[config.mk]
export PLATFORM = sky130hd
export DESIGN_NAME = ifetch_flat
export DESIGN_NICKNAME = d
export VERILOG_FILES = /design/src/rtl/core_pkg.sv /design/src/rtl/ifetch_if.sv /design/src/rtl/ifetch_fifo.sv /design/src/rtl/ifetch.sv /design/src/flat_wrapper.sv
export SDC_FILE = /design/constraint.sdc
export NUM_CORES = 1
export LEC_CHECK = 0
export BUFFER_PORTS_ARGS = -buffer_cell sky130_fd_sc_hd__buf_2
export CAP_MARGIN = 20
export CORE_ASPECT_RATIO = 1.4
export CORE_MARGIN = 2
export CORE_UTILIZATION = 40
export CTS_BUF_LIST = sky130_fd_sc_hd__clkbuf_4
export DETAILED_ROUTE_END_ITERATION = 12
export GPL_TIMING_DRIVEN = 1
export SETUP_SLACK_MARGIN = 0.5
export SLEW_MARGIN = 25
export SYNTH_ARGS = -nofsm -noshare
export SYNTH_HDL_FRONTEND = slang
export SYNTH_SLANG_ARGS = --single-unit
[constraint.sdc]
create_clock -name clk_i -period 13.2 [get_ports clk_i]
set_input_delay 2.64 -clock clk_i [delete_from_list [all_inputs] [get_ports clk_i]]
set_output_delay 2.64 -clock clk_i [all_outputs]
set_load 0.02 [all_outputs]
[src/rtl/core_pkg.sv]
// ----------------------------------------------------------------------------
// core_pkg
//   Shared types and defaults for the instruction fetch slice.
//   - ADDR_WIDTH / DATA_WIDTH : fetch address and instruction word widths
//   - IFETCH_FIFO_DEPTH       : default instruction buffer depth (credit limit)
//   - IFETCH_MAX_OUTSTANDING  : default cap on granted-but-unanswered requests
//   - ifetch_state_e          : fetch FSM states (RUN / DRAIN)
//   - ifetch_entry_t          : buffered instruction with its PC
// ----------------------------------------------------------------------------
package core_pkg;

    localparam int ADDR_WIDTH             = 32;
    localparam int DATA_WIDTH             = 32;
    localparam int IFETCH_FIFO_DEPTH      = 2;
    localparam int IFETCH_MAX_OUTSTANDING = 2;

    typedef enum logic {
        IFETCH_RUN   = 1'b0,
        IFETCH_DRAIN = 1'b1
    } ifetch_state_e;

    typedef struct packed {
        logic [DATA_WIDTH-1:0] instr;
        logic [ADDR_WIDTH-1:0] pc;
    } ifetch_entry_t;

endpackage

[src/rtl/ifetch_if.sv]
// ----------------------------------------------------------------------------
// ifetch_if
//   Instruction-memory request bus (req/gnt/rvalid).
//   - req    : fetch request              (master -> slave)
//   - addr   : fetch address              (master -> slave)
//   - gnt    : request accepted           (slave -> master)
//   - rvalid : response valid, in order   (slave -> master)
//   - rdata  : instruction word           (slave -> master)
//   modport master : fetch unit side
//   modport slave  : memory side
// ----------------------------------------------------------------------------
interface ifetch_if;
    import core_pkg::*;

    logic                  req;
    logic [ADDR_WIDTH-1:0] addr;
    logic                  gnt;
    logic                  rvalid;
    logic [DATA_WIDTH-1:0] rdata;

    modport master (output req, addr, input gnt, rvalid, rdata);
    modport slave  (input req, addr, output gnt, rvalid, rdata);

endinterface

[src/rtl/ifetch_fifo.sv]
// ----------------------------------------------------------------------------
// ifetch_fifo
//   Generic synchronous FIFO with async active-low reset and sync clear.
//   Parameters: Width (entry bits), Depth (entries, power of 2, >= 2).
//   Ports:
//   - clk_i, rstn_i : clock, async active-low reset
//   - clr_i         : drop all entries (wins over push/pop)
//   - push_i/wdata_i: write; ignored when full unless popping the same cycle
//   - pop_i         : read advance; ignored when empty
//   - rdata_o       : head entry, forced to 0 while empty
//   - empty_o/full_o/count_o : occupancy
// ----------------------------------------------------------------------------
module ifetch_fifo #(
    parameter int Width = 32,
    parameter int Depth = 2
) (
    input  logic                       clk_i,
    input  logic                       rstn_i,
    input  logic                       clr_i,
    input  logic                       push_i,
    input  logic [Width-1:0]           wdata_i,
    input  logic                       pop_i,
    output logic [Width-1:0]           rdata_o,
    output logic                       empty_o,
    output logic                       full_o,
    output logic [$clog2(Depth+1)-1:0] count_o
);
    localparam int PtrW = $clog2(Depth);
    localparam int CntW = $clog2(Depth + 1);
    localparam logic [PtrW-1:0] PtrOne = PtrW'(1);

    logic [Width-1:0] mem [Depth];
    logic [PtrW-1:0]  wr_q, rd_q;
    logic [CntW-1:0]  cnt_q;
    logic             push_ok, pop_ok;

    assign empty_o = (cnt_q == '0);
    assign full_o  = (cnt_q == CntW'(Depth));
    assign count_o = cnt_q;
    assign rdata_o = empty_o ? '0 : mem[rd_q];

    // A full FIFO still accepts a push when the head leaves in the same cycle.
    assign pop_ok  = pop_i && !empty_o;
    assign push_ok = push_i && (!full_o || pop_i);

    // Power-of-2 depth: pointers wrap by natural overflow.
    always_ff @(posedge clk_i or negedge rstn_i) begin
        if (!rstn_i) begin
            wr_q  <= '0;
            rd_q  <= '0;
            cnt_q <= '0;
        end else if (clr_i) begin
            wr_q  <= '0;
            rd_q  <= '0;
            cnt_q <= '0;
        end else begin
            if (push_ok) wr_q <= wr_q + PtrOne;
            if (pop_ok)  rd_q <= rd_q + PtrOne;
            cnt_q <= cnt_q + CntW'(push_ok) - CntW'(pop_ok);
        end
    end

    // Storage is data-path only; occupancy gates every read.
    always_ff @(posedge clk_i) begin
        if (push_ok && !clr_i) mem[wr_q] <= wdata_i;
    end

endmodule

[src/rtl/ifetch.sv]
// ----------------------------------------------------------------------------
// ifetch
//   Instruction fetch unit. Issues instruction-memory requests at pc_i,
//   pulses pc_adv_o back to the PC updater on each accepted request, buffers
//   responses with their PCs and delivers them to decode over valid/ready.
//   A redirect (flush_i) drops buffered data and discards in-flight responses.
//   Parameters: FifoDepth (buffer entries / credit limit), MaxOutstanding.
//   Ports:
//   - clk_i, rstn_i        : clock, async active-low reset
//   - pc_i, pc_adv_o       : PC updater interface
//   - flush_i              : redirect; new PC appears on pc_i next cycle
//   - imem                 : ifetch_if.master request bus
//   - instr_valid_o/instr_o/instr_pc_o/instr_ready_i : decode handshake
//   - perf_fetch_o, perf_stall_o : delivered / starved counters
//   Build option: IFETCH_PERF_EN enables the perf counters; otherwise they
//   read 0 and no counter state exists.
// ----------------------------------------------------------------------------
module ifetch
    import core_pkg::*;
#(
    parameter int FifoDepth      = IFETCH_FIFO_DEPTH,
    parameter int MaxOutstanding = IFETCH_MAX_OUTSTANDING
) (
    input  logic                  clk_i,
    input  logic                  rstn_i,
    input  logic [ADDR_WIDTH-1:0] pc_i,
    output logic                  pc_adv_o,
    input  logic                  flush_i,
    ifetch_if.master              imem,
    output logic                  instr_valid_o,
    output logic [DATA_WIDTH-1:0] instr_o,
    output logic [ADDR_WIDTH-1:0] instr_pc_o,
    input  logic                  instr_ready_i,
    output logic [31:0]           perf_fetch_o,
    output logic [31:0]           perf_stall_o
);
    localparam int OutW = $clog2(MaxOutstanding + 1);
    localparam int CntW = $clog2(FifoDepth + 1);
    localparam logic [OutW-1:0] OutOne = OutW'(1);

    ifetch_state_e   state_q, state_d;
    logic [OutW-1:0] out_q, out_d;
    logic [OutW-1:0] disc_q, disc_d;

    logic            credit_ok, accept, rsp_keep;

    ifetch_entry_t   ibuf_wdata, ibuf_head;
    logic            ibuf_empty, ibuf_full;
    logic [CntW-1:0] ibuf_cnt;

    logic [ADDR_WIDTH-1:0] pend_head;
    logic                  pend_empty, pend_full;
    logic [CntW-1:0]       pend_cnt;

    // Buffered plus in-flight must never exceed the buffer, so every
    // response has a slot waiting for it.
    assign credit_ok = (int'(out_q) < MaxOutstanding)
                    && ((int'(out_q) + int'(ibuf_cnt)) < FifoDepth);

    // Reset is folded in so the bus reads idle while rstn_i is low.
    assign imem.req  = rstn_i && !flush_i && (state_q == IFETCH_RUN) && credit_ok;
    assign imem.addr = rstn_i ? pc_i : '0;
    assign accept    = imem.req && imem.gnt;
    assign pc_adv_o  = accept;

    // Responses are kept only when no stale ones remain to be discarded.
    assign rsp_keep  = imem.rvalid && (disc_q == '0);

    assign ibuf_wdata = '{instr: imem.rdata, pc: pend_head};

    ifetch_fifo #(.Width($bits(ifetch_entry_t)), .Depth(FifoDepth)) u_ibuf (
        .clk_i   (clk_i),
        .rstn_i  (rstn_i),
        .clr_i   (flush_i),
        .push_i  (rsp_keep),
        .wdata_i (ibuf_wdata),
        .pop_i   (instr_ready_i),
        .rdata_o (ibuf_head),
        .empty_o (ibuf_empty),
        .full_o  (ibuf_full),
        .count_o (ibuf_cnt)
    );

    ifetch_fifo #(.Width(ADDR_WIDTH), .Depth(FifoDepth)) u_pend (
        .clk_i   (clk_i),
        .rstn_i  (rstn_i),
        .clr_i   (flush_i),
        .push_i  (accept),
        .wdata_i (pc_i),
        .pop_i   (rsp_keep),
        .rdata_o (pend_head),
        .empty_o (pend_empty),
        .full_o  (pend_full),
        .count_o (pend_cnt)
    );

    assign instr_valid_o = !ibuf_empty;
    assign instr_o       = ibuf_head.instr;
    assign instr_pc_o    = ibuf_head.pc;

    always_ff @(posedge clk_i or negedge rstn_i) begin
        if (!rstn_i) begin
            state_q <= IFETCH_RUN;
            out_q   <= '0;
            disc_q  <= '0;
        end else begin
            state_q <= state_d;
            out_q   <= out_d;
            disc_q  <= disc_d;
        end
    end

    always_comb begin
        state_d = state_q;
        out_d   = out_q;
        disc_d  = disc_q;
        if (flush_i) begin
            // Everything still in flight is stale; a response landing this
            // cycle is already accounted for.
            disc_d  = out_q - OutW'(imem.rvalid);
            out_d   = disc_d;
            state_d = (disc_d != '0) ? IFETCH_DRAIN : IFETCH_RUN;
        end else begin
            unique case (state_q)
                IFETCH_RUN: begin
                    out_d = out_q + OutW'(accept) - OutW'(imem.rvalid);
                end
                IFETCH_DRAIN: begin
                    if (imem.rvalid) begin
                        disc_d = disc_q - OutOne;
                        out_d  = out_q - OutOne;
                        if (disc_q == OutOne) state_d = IFETCH_RUN;
                    end
                end
                default: state_d = IFETCH_RUN;
            endcase
        end
    end

`ifdef IFETCH_PERF_EN
    logic [31:0] perf_fetch_q, perf_stall_q;

    always_ff @(posedge clk_i or negedge rstn_i) begin
        if (!rstn_i) begin
            perf_fetch_q <= '0;
            perf_stall_q <= '0;
        end else begin
            if (instr_valid_o && instr_ready_i)  perf_fetch_q <= perf_fetch_q + 32'd1;
            if (instr_ready_i && !instr_valid_o) perf_stall_q <= perf_stall_q + 32'd1;
        end
    end

    assign perf_fetch_o = perf_fetch_q;
    assign perf_stall_o = perf_stall_q;
`else
    assign perf_fetch_o = '0;
    assign perf_stall_o = '0;
`endif

    // Protocol and bookkeeping invariants.
    a_rvalid_owed: assert property (@(posedge clk_i) disable iff (!rstn_i)
        imem.rvalid |-> (out_q != '0));
    a_pend_head: assert property (@(posedge clk_i) disable iff (!rstn_i)
        rsp_keep |-> !pend_empty);
    a_pend_room: assert property (@(posedge clk_i) disable iff (!rstn_i)
        accept |-> !pend_full);
    a_ibuf_room: assert property (@(posedge clk_i) disable iff (!rstn_i)
        rsp_keep |-> (!ibuf_full || instr_ready_i));
    a_pend_track: assert property (@(posedge clk_i) disable iff (!rstn_i)
        (state_q == IFETCH_RUN) |-> (int'(pend_cnt) == int'(out_q)));

endmodule

[src/flat_wrapper.sv]
// flat-port wrapper written by rule: the top's interface ports become plain ports
module ifetch_flat import core_pkg::*;
#(
    parameter int FifoDepth      = IFETCH_FIFO_DEPTH,
    parameter int MaxOutstanding = IFETCH_MAX_OUTSTANDING
)
  (clk_i, rstn_i, pc_i, pc_adv_o, flush_i, instr_valid_o, instr_o, instr_pc_o, instr_ready_i, perf_fetch_o, perf_stall_o, imem_req, imem_addr, imem_gnt, imem_rvalid, imem_rdata);
  ifetch_if imem_i ();
  input  logic clk_i;
  input  logic rstn_i;
  input  logic [ADDR_WIDTH-1:0] pc_i;
  output logic pc_adv_o;
  input  logic flush_i;
  output logic instr_valid_o;
  output logic [DATA_WIDTH-1:0] instr_o;
  output logic [ADDR_WIDTH-1:0] instr_pc_o;
  input  logic instr_ready_i;
  output logic [31:0] perf_fetch_o;
  output logic [31:0] perf_stall_o;
  output wire logic [$bits(imem_i.req)-1:0] imem_req;
  output wire logic [$bits(imem_i.addr)-1:0] imem_addr;
  input wire logic [$bits(imem_i.gnt)-1:0] imem_gnt;
  input wire logic [$bits(imem_i.rvalid)-1:0] imem_rvalid;
  input wire logic [$bits(imem_i.rdata)-1:0] imem_rdata;
  assign imem_req = imem_i.req;
  assign imem_addr = imem_i.addr;
  assign imem_i.gnt = imem_gnt;
  assign imem_i.rvalid = imem_rvalid;
  assign imem_i.rdata = imem_rdata;
  ifetch #(.FifoDepth(FifoDepth), .MaxOutstanding(MaxOutstanding)) u_core (.clk_i(clk_i), .rstn_i(rstn_i), .pc_i(pc_i), .pc_adv_o(pc_adv_o), .flush_i(flush_i), .imem(imem_i), .instr_valid_o(instr_valid_o), .instr_o(instr_o), .instr_pc_o(instr_pc_o), .instr_ready_i(instr_ready_i), .perf_fetch_o(perf_fetch_o), .perf_stall_o(perf_stall_o));
endmodule
# Word level (Yosys, flattened, before mapping)

Memory sizes are Yosys's and may differ from the RTL's.
Cells that the tools add are included.

Register bits: 13
Bits in latches: 0
RAM bits: 192
Bits in read-only memories: 0
Bits of input ports: 70
Output and inout port bits: 163
Word-level logic and storage cells: 90
Memories: 2

$add $sub $neg: 14
$mul: 0
Div/mod/pow operators: 0
Magnitude comparators: 2
Eq/ne operators: 4
Shift operators: 0
Multiplexer cells: 28
Bitwise gates (word level): 1
Reduce and logical (&&, ||, !) cells: 30

Memory list:

| memory            | words | bits a word | read ports | clocked after memory_dff | wr ports | line              | source |
|---|---|---|---|---|---|---|---|
| u_core.u_ibuf.mem | 2     | 64          | 1          | 0                        | 1        | ifetch_fifo.sv:32 | `logic [Width-1:0] mem [Depth];` |
| u_core.u_pend.mem | 2     | 32          | 1          | 0                        | 1        | ifetch_fifo.sv:32 |  |

Operator list:

| kind                                                | count |
|---|---|
| two-way mux 32 bit                                  | 2 |
| two-way mux 64 bit                                  | 1 |
| < comparator 32 x 3 -> 1 bit, second input constant | 1 |
| two-way mux 1 bit                                   | 17 |
| two-way mux 2 bit                                   | 7 |
| nonzero test 2 bit                                  | 7 |
| logical AND 1 bit                                   | 12 |
| subtractor 2 x 1 -> 2 bit                           | 4 |
| adder 2 x 1 -> 2 bit                                | 3 |
| zero test 2 bit                                     | 3 |
| zero test 1 bit                                     | 5 |
| adder 1 bit, second input constant                  | 4 |
| equality test 2 bit, second input constant          | 2 |
| case mux 2 bit (2 select lines)                     | 1 |
| subtractor 2 x 1 -> 2 bit, second input constant    | 2 |
| adder 2 x 2 -> 3 bit                                | 1 |
| inequality test 3 bit, second input constant        | 1 |
| equality test 2 x 1 -> 1 bit, second input constant | 1 |
| logical OR 1 bit                                    | 2 |
| < comparator 2 bit, second input constant           | 1 |
| AND reduction 2 bit                                 | 1 |
| inverter 1 bit                                      | 1 |

# Longest topological paths before layout

Gate-level depths: netlist of run 1.

Depth in word-level cells: 9
Mapped depth: 12
Mapped depth without buffers: 12

# By module

A second synthesis of run 1 with hierarchy kept.

Cells, all modules: 594
Area total of the unflattened synthesis: 8837.2 um^2

By module, submodules not included:

| module                      | times used | cells each | area each (um^2) |
|---|---|---|---|
| ifetch_fifo (u_core.u_ibuf) | 1          | 294        | 5093.6 |
| ifetch_fifo (u_core.u_pend) | 1          | 159        | 2657.5 |
| ifetch                      | 1          | 141        | 1086.0 |

# Worst setup path after synthesis of run 1

No wires, ideal clock.

Path type: input -> register
Start point: input port imem_rvalid
End point: memory u_core.u_ibuf.mem[1][0] (netlist bit) (enable)
Setup time: 578 ps
Arrival: 7839 ps
Required time: 12622 ps
Slack: 4783 ps
Cell stages on the path: 3
Path buffers: 1
Path through: clkbuf_1 -> o311ai_1 -> nor3b_1

Word-level cells in the longest chain between the ends: 5

Ends and longest elaborated chain:

| element                                 | line               | source |
|---|---|---|
| start, declared                         | flat_wrapper.sv:23 | `input wire logic [$bits(imem_i.rvalid)-1:0] imem_rvalid;` |
| logical AND 1 bit                       | ifetch.sv:67       | `assign rsp_keep = imem.rvalid && (disc_q == '0);` |
| logical AND 1 bit                       | ifetch_fifo.sv:44  | `assign push_ok = push_i && (!full_o \|\| pop_i);` |
| logical AND 1 bit                       | ifetch_fifo.sv:65  | `if (push_ok && !clr_i) mem[wr_q] <= wdata_i;` |
| two-way mux 1 bit                       | ifetch_fifo.sv:65  |  |
| two-way mux 1 bit (implied by the code) | ifetch_fifo.sv:65  |  |
| end, declared                           | ifetch_fifo.sv:32  |  |

Every way passes these cells.

# Worst setup path after layout of run 1

Start point: input port rstn_i
End point: output port pc_adv_o

Word-level cells in the longest chain between the ends: 4

Ends and longest elaborated chain:

| element                         | line               | source |
|---|---|---|
| start, declared                 | flat_wrapper.sv:10 | `input logic rstn_i;` |
| logical AND 1 bit (3 in series) | ifetch.sv:61       | `assign imem.req = rstn_i && !flush_i && (state_q == IFETCH_RUN) && credit_ok;` |
| logical AND 1 bit               | ifetch.sv:63       | `assign accept = imem.req && imem.gnt;` |
| end, declared                   | flat_wrapper.sv:12 | `output logic pc_adv_o;` |

Every way passes these cells.

==> results.md, run 1 <==
- Cts repair resizes: 0
- Critical path buffers and inverters: 3
- Area leader, netlist: edfxtp_1
- Synth Area in Compound Gates: 0.701%
- Largest net degree at the start of global routing: 65
- Cell area power density: 177 mW/mm²
- Hold_buf cts: 0
- Switching Fraction: 32.5%
- Crit path DAT: 4290 ps
- Post-synthesis adder-cell area fraction: 1.52%
- CTS root buf: clkbuf_4
- GPL Wtd Cong: 0.782
- DR iter-0 viols: approximately 200
- RSZ-0062 raised after global routing: no
- Clk pwr share: 29.8%
- Antenna violations before repair: 1
- Post-DP HPWL: 10500 µm
- Sequential share of the synthesized area: between 60 and 70%
- Post-synth EDFFs: ~190
- H-Tree Depth: 2
- Io pins: 233
- Slew headroom: 30.3%
- Simple-gate share of the synthesized area: approximately 8.6%
- Inserted Clock Buffers: 50
- Final min period: just under 7000 ps
- GRT Overall Usage: 14.1%
- Clock Skew: 22.6 ps
- Non-filler instance count after layout: 1126
- Port Buffers: around 170
- Total grt overflow: 0
- Post-route DRC violation count: 0
- Critical Path Sink Type: output pin
- CTS tree: yes
- Final critical-path setup slack: 6270 ps
- Worst-case clock buffer depth: 3
- Core ar.: 0.0217 mm²
- Req. time, crit path: 10560 ps
- Register share of total power: 43.7%
- Share of the synthesized area in the top cell type: approximately 66%
- Count leader, synth: edfxtp_1
- Routed wire length: 16600 µm
- ANT nets after route: 0
- Status: complete, no violations
- Internal power: 1.25 mW
- Inst Count DP: 1041
- Clock Latency Late Sink: 610 ps
- Asr flop ratio synth: 6.34%
- DR vias: 5036
- XOR/XNOR share of the synthesized area: 1.10%
- # fillers: 1944
- Worst VDD drop: 0.000110 V
- Cells after Synth: 599
- Layout Area Growth over Synthesis: 18.9%
- Worst setup SP type: input port
- Die area: about 0.023 mm²
- Setup Fix Bufs, Post-CTS: 0
- Tightest Hold Check Type: reg -> reg
- Max-Cap Viols: 0
- Ys flop type: edfxtp_1
- Critical path class: in -> out
- Most frequent cell on the critical path: buf_2
- Number of global-route vias before repair: 4984
- Syn_area_per_cell: about 15 µm²
- Synth Warn #: 0
- Mux share of post-synthesis cell area: around 11%
- DR WL/cell: 14.7 µm
- Final hold violations: 0
- Main combinational cell family by area after synthesis: multiplexers
- Period utilization: 52.5%
- Layout cells sized above 1: a little under a third
- Row Count: 64
- Worst-path cell chain: buf_2 -> or4b_4 -> nor3_4 -> nand2_1 -> inv_1 -> buf_2
- Synthesized flop and latch total: 205
- Via/cell ratio: 4.47
- Worst-Margin Slew: 1040 ps
- Slew Limit Fails: 0
- Die W: 129 µm
- Setup TNS: 0 ps
- Post-route total power: 1.84 mW
- Area contributors post-synth: edfxtp_1, mux2i_1, buf_4
- Crit path max-delay family: simple AND/OR/NAND/NOR gates
- Initial DRT Pass Iterations: 4
- Die H: ~180 µm
- FF-to-FF setup slack: 10080 ps
- Worst path slowest cell: buf_2
- Final net count: 877
- Clk slew on worst S/H paths: 60 ps
- Largest fanout on the critical path: 46
- Setup Slack @ Placement: 6200 ps
- Clock Sinks: 205
- Number of library cell types mapped by synthesis: 31
- Global-route wire length before repair: roughly 25000 µm
- Fmax: 144 MHz
- Hold slack: 577 ps
- Area of the mapped netlist: 0.00875 mm²
- Final setup viols: 0
- Combinational share of power: 26.5%
- Leakage: 4.05 nW
- Synth top cells by count: edfxtp_1, nor2_1, mux2i_1
- Net switching power: 599 µW
- Largest stage delay, worst path: ~560 ps
- Starting density of the core: 40.3%
final cells by class:
type | instances | area (µm²) | share of cell area [%]
flip-flops and latches | 205 | 6100 | 58.6
multi-input cells | 354 | 2290 | 22.0
repair buffers | 174 | 926 | 8.90
clock buffers | 67 | 503 | 4.83
well taps | 297 | 372 | 3.57
clock inverters | 16 | 173 | 1.66
inverters | 12 | 45.0 | 0.433
diodes | 1 | 2.50 | 0.0241
metrics by stage:
step / utilization, % / instance area (µm²)
floorplan: - / 8990
global placement: 44.6 / 9670
detailed placement: 44.7 / 9700
CTS: 47.8 / 10400
global route: 47.9 / 10400
finish: 47.9 / 10400
registers in the layout, indices dropped and copies added, names as in the netlist:
name                   cells
u_core.disc_q              2
u_core.out_q               2
u_core.u_ibuf.count_o      2
u_core.u_pend.rd_q         1
u_core.u_pend.count_o      2
u_core.u_pend.wr_q         1
u_core.u_pend.mem         64
u_core.u_ibuf.wr_q         1
u_core.u_ibuf.mem        128
u_core.u_ibuf.rd_q         1
u_core.state_q             1
logic make-up (layout without fill, tap and decap cells):
family / after synthesis / count (layout)
compound gates: 10 / 10
xor+xnor: 11 / 11
fa+ha+maj: 10 / 10
buf+inv: 103 / 269
flops: 205 / 205
mux: 97 / 97
other cells: 1 / 65
simple gates: 162 / 162
worst paths after layout:
check / startpoint / endpoint / cells after the start
min: u_core.u_pend.wr_q / u_core.u_pend.wr_q / 1
max in group asynchronous: rstn_i / u_core.u_ibuf.rd_q / 1
max: rstn_i / pc_adv_o / 6
max reg2reg: u_core.u_ibuf.count_o[0] / u_core.out_q[1] / 12
min in group asynchronous: rstn_i / u_core.u_ibuf.count_o[1] / 1
min reg2reg: u_core.u_pend.wr_q / u_core.u_pend.wr_q / 1
metal layers:
| metal | GRT usage (%) | vias up | routed length, µm | part of all wire (%) |
|---|---|---|---|---|
| met5 | 0 | - | 0 | 0 |
| met4 | 6.61 | 0 | 447 | 2.7 |
| met3 | 3.73 | 37 | 956 | 5.8 |
| met2 | 25.2 | 200 | 8850 | 53 |
| met1 | 15.5 | 2383 | 6340 | 38 |
| li1 | - | 2416 | - | - |
power by group through the flow:
stage	sequential (mW)	clock, mW	combinational, mW
floorplan	0.797	0	0.368
global placement	0.834	0	0.467
detailed placement	0.822	0	0.496
CTS	0.808	0.574	0.498
global route	0.814	0.609	0.536
finish	0.807	0.550	0.488
cells in the final DEF, fill, tap and decap left out, drive strengths merged:
| master | instances |
|---|---|
| a21oi | 1 |
| a2bb2oi | 1 |
| a32oi | 1 |
| and2 | 34 |
| buf | 174 |
| bufinv | 4 |
| clkbuf | 67 |
| clkinv | 11 |
| clkinvlp | 1 |
| conb | 64 |
| dfrtp | 13 |
| diode | 1 |
| edfxtp | 192 |
| fa | 1 |
| ha | 9 |
| inv | 12 |
| mux2i | 97 |
| nand2 | 9 |
| nand2b | 1 |
| nand3 | 4 |
| nand3b | 1 |
| nor2 | 106 |
| nor2b | 2 |
| nor3 | 3 |
| nor3b | 1 |
| o21ai | 6 |
| o311ai | 1 |
| or4b | 1 |
| xnor2 | 6 |
| xor2 | 5 |
Power figures use the tool's default switching activity.
==> run 2: changes to the inputs <==
Clock period 13.2 ns to 6.4 ns, I/O delays scaled along.
==> results.md, run 2 (same netlist as run 1, synthesis figures left out) <==
- CP endpoint: pc_adv_o
- Worst R2R Path Depth: 12
- Tightest Hold Check Type: reg -> reg
- Cell area power density: around 360 mW/mm²
- Total grt overflow: 0
- Period utilization: 65.5%
- DR WL/cell: 14.5 µm
- Starting density of the core: 40.3%
- Worst VDD drop: 0.000195 V
- Leakage: 4.02 nW
- Largest regs: u_core.u_ibuf.mem (128), u_core.u_pend.mem (64)
- Die area: 0.0231 mm²
- Layout Area Growth over Synthesis: 18.0%
- Post-route DRC violation count: 0
- Layout cells sized above 1: 30.8%
- Commonest non-fill, non-tap cells in the layout: edfxtp_1, buf_2, nor2_1
- Global-route wire length before repair: approximately 25000 µm
- Status: complete, no violations
- Worst-Margin Slew: 973 ps
- Critical Path Sink Type: output pin
- Number of flip-flops in the largest register: 128
- Slew headroom: approximately 34%
- GRT Overall Usage: 13.8%
- ANT nets after route: 0
- Routed wire length: approximately 16000 µm
- Die H: approximately 180 µm
- Seq. cell area: 0.00610 mm²
- Worst R2R End: u_core.out_q[1]
- Hold_buf cts: 0
- Top reg by flops: u_core.u_ibuf.mem
- Worst setup SP type: input port
- Final min period: between 4000 and 5000 ps
- DR vias: 5086
- Worst-case clock buffer depth: 3
- Inserted Clock Buffers: 50
- FF-to-FF Start: u_core.u_ibuf.count_o[0]
- Final critical-path setup slack: 2210 ps
- Setup TNS: 0 ps
- Crit path launch: rstn_i
- Cts repair resizes: 0
- GPL Wtd Cong: 0.742
- DR iter-0 viols: 196
- Post-DP HPWL: 10300 µm
- Clock Latency Late Sink: 620 ps
- Die W: 129 µm
- Setup Fix Bufs, Post-CTS: 0
- Antenna violations before repair: 1
- Placed Area: ~0.01 mm²
- Via/cell ratio: 4.50
- Clock Sinks: 205
- Setup Slack @ Placement: 2140 ps
- Hold slack: 555 ps
- Critical path class: in -> out
- Core ar.: 0.0217 mm²
- FF-to-FF setup slack: 3350 ps
- Slew Limit Fails: 0
- Clock Skew: around 26 ps
- Most common cell after layout, fill and taps aside: edfxtp_1
- Max-Cap Viols: 0
- Multi-input gate area: 0.00230 mm²
- RSZ-0062 raised after global routing: no
- Req. time, crit path: 5120 ps
- CTS root buf: clkbuf_4
- Final net count: 876
- Crit path DAT: 2910 ps
- # fillers: 1960
- Final setup viols: 0
- Largest net degree at the start of global routing: 65
- H-Tree Depth: 2
- Io pins: 233
- CTS tree: yes
- Port Buffers: between 150 and 200
- Row Count: 64
- Final hold violations: 0
- Largest fanout on the critical path: 46
- Fmax: 239 MHz
- Post-Layout Inst Area: 0.0103 mm²
- Initial DRT Pass Iterations: 4
- Clk slew on worst S/H paths: 70 ps
- Number of global-route vias before repair: 5036
run 2: how the worst min path moves through the flow:
| stage | startpoint | endpoint | cells after the start |
|---|---|---|---|
| floorplan | u_core.u_pend.wr_q | u_core.u_pend.wr_q | 1 |
| global placement | u_core.u_pend.wr_q | u_core.u_pend.wr_q | 1 |
| detailed placement | u_core.u_pend.wr_q | u_core.u_pend.wr_q | 1 |
| CTS | u_core.u_pend.wr_q | u_core.u_pend.wr_q | 1 |
| global route | u_core.u_pend.wr_q | u_core.u_pend.wr_q | 1 |
| finish | u_core.u_pend.wr_q | u_core.u_pend.wr_q | 1 |
run 2: power breakdown:
part | internal (mW) | switching, mW | total [mW]
Clock | 0.537 | 0.485 | 1.02
Sequential | 1.58 | 0.0814 | 1.66
Combinational | 0.344 | 0.660 | 1.00
Total | 2.46 | 1.23 | 3.68
run 2: through the flow:
stage                     utilization (%)  cells  total power, mW
final                                47.6   1129             3.68
after global placement               44.6   1040             2.68
after CTS                            47.6   1127             3.75
after detailed placement             44.7   1041             2.71
after global routing                 47.6   1129             3.91
after floorplan                         -    662             2.40
run 2: area by class of cell:
class                   instances  share of cell area, %
diodes                          2                 0.0485
clock buffers                  69                   5.02
clock inverters                17                  0.885
inverters                      12                  0.436
multi-input cells             354                   22.3
flip-flops and latches        205                   59.0
well taps                     297                   3.60
repair buffers                173                   8.70
run 2: critical path, stage by stage:
cell	delay [ps]
buf_2	550
or4b_4	550
nor3_4	200
nand2_1	110
inv_1	60
buf_2	150
run 2: metal layers:
layer | share of wire [%] | vias up | GRT usage [%]
li1 | - | 2422 | -
met1 | 38 | 2434 | 15.1
met2 | 53 | 195 | 25.0
met3 | 5.7 | 35 | 3.34
met4 | 2.9 | 0 | 6.48
met5 | 0 | - | 0
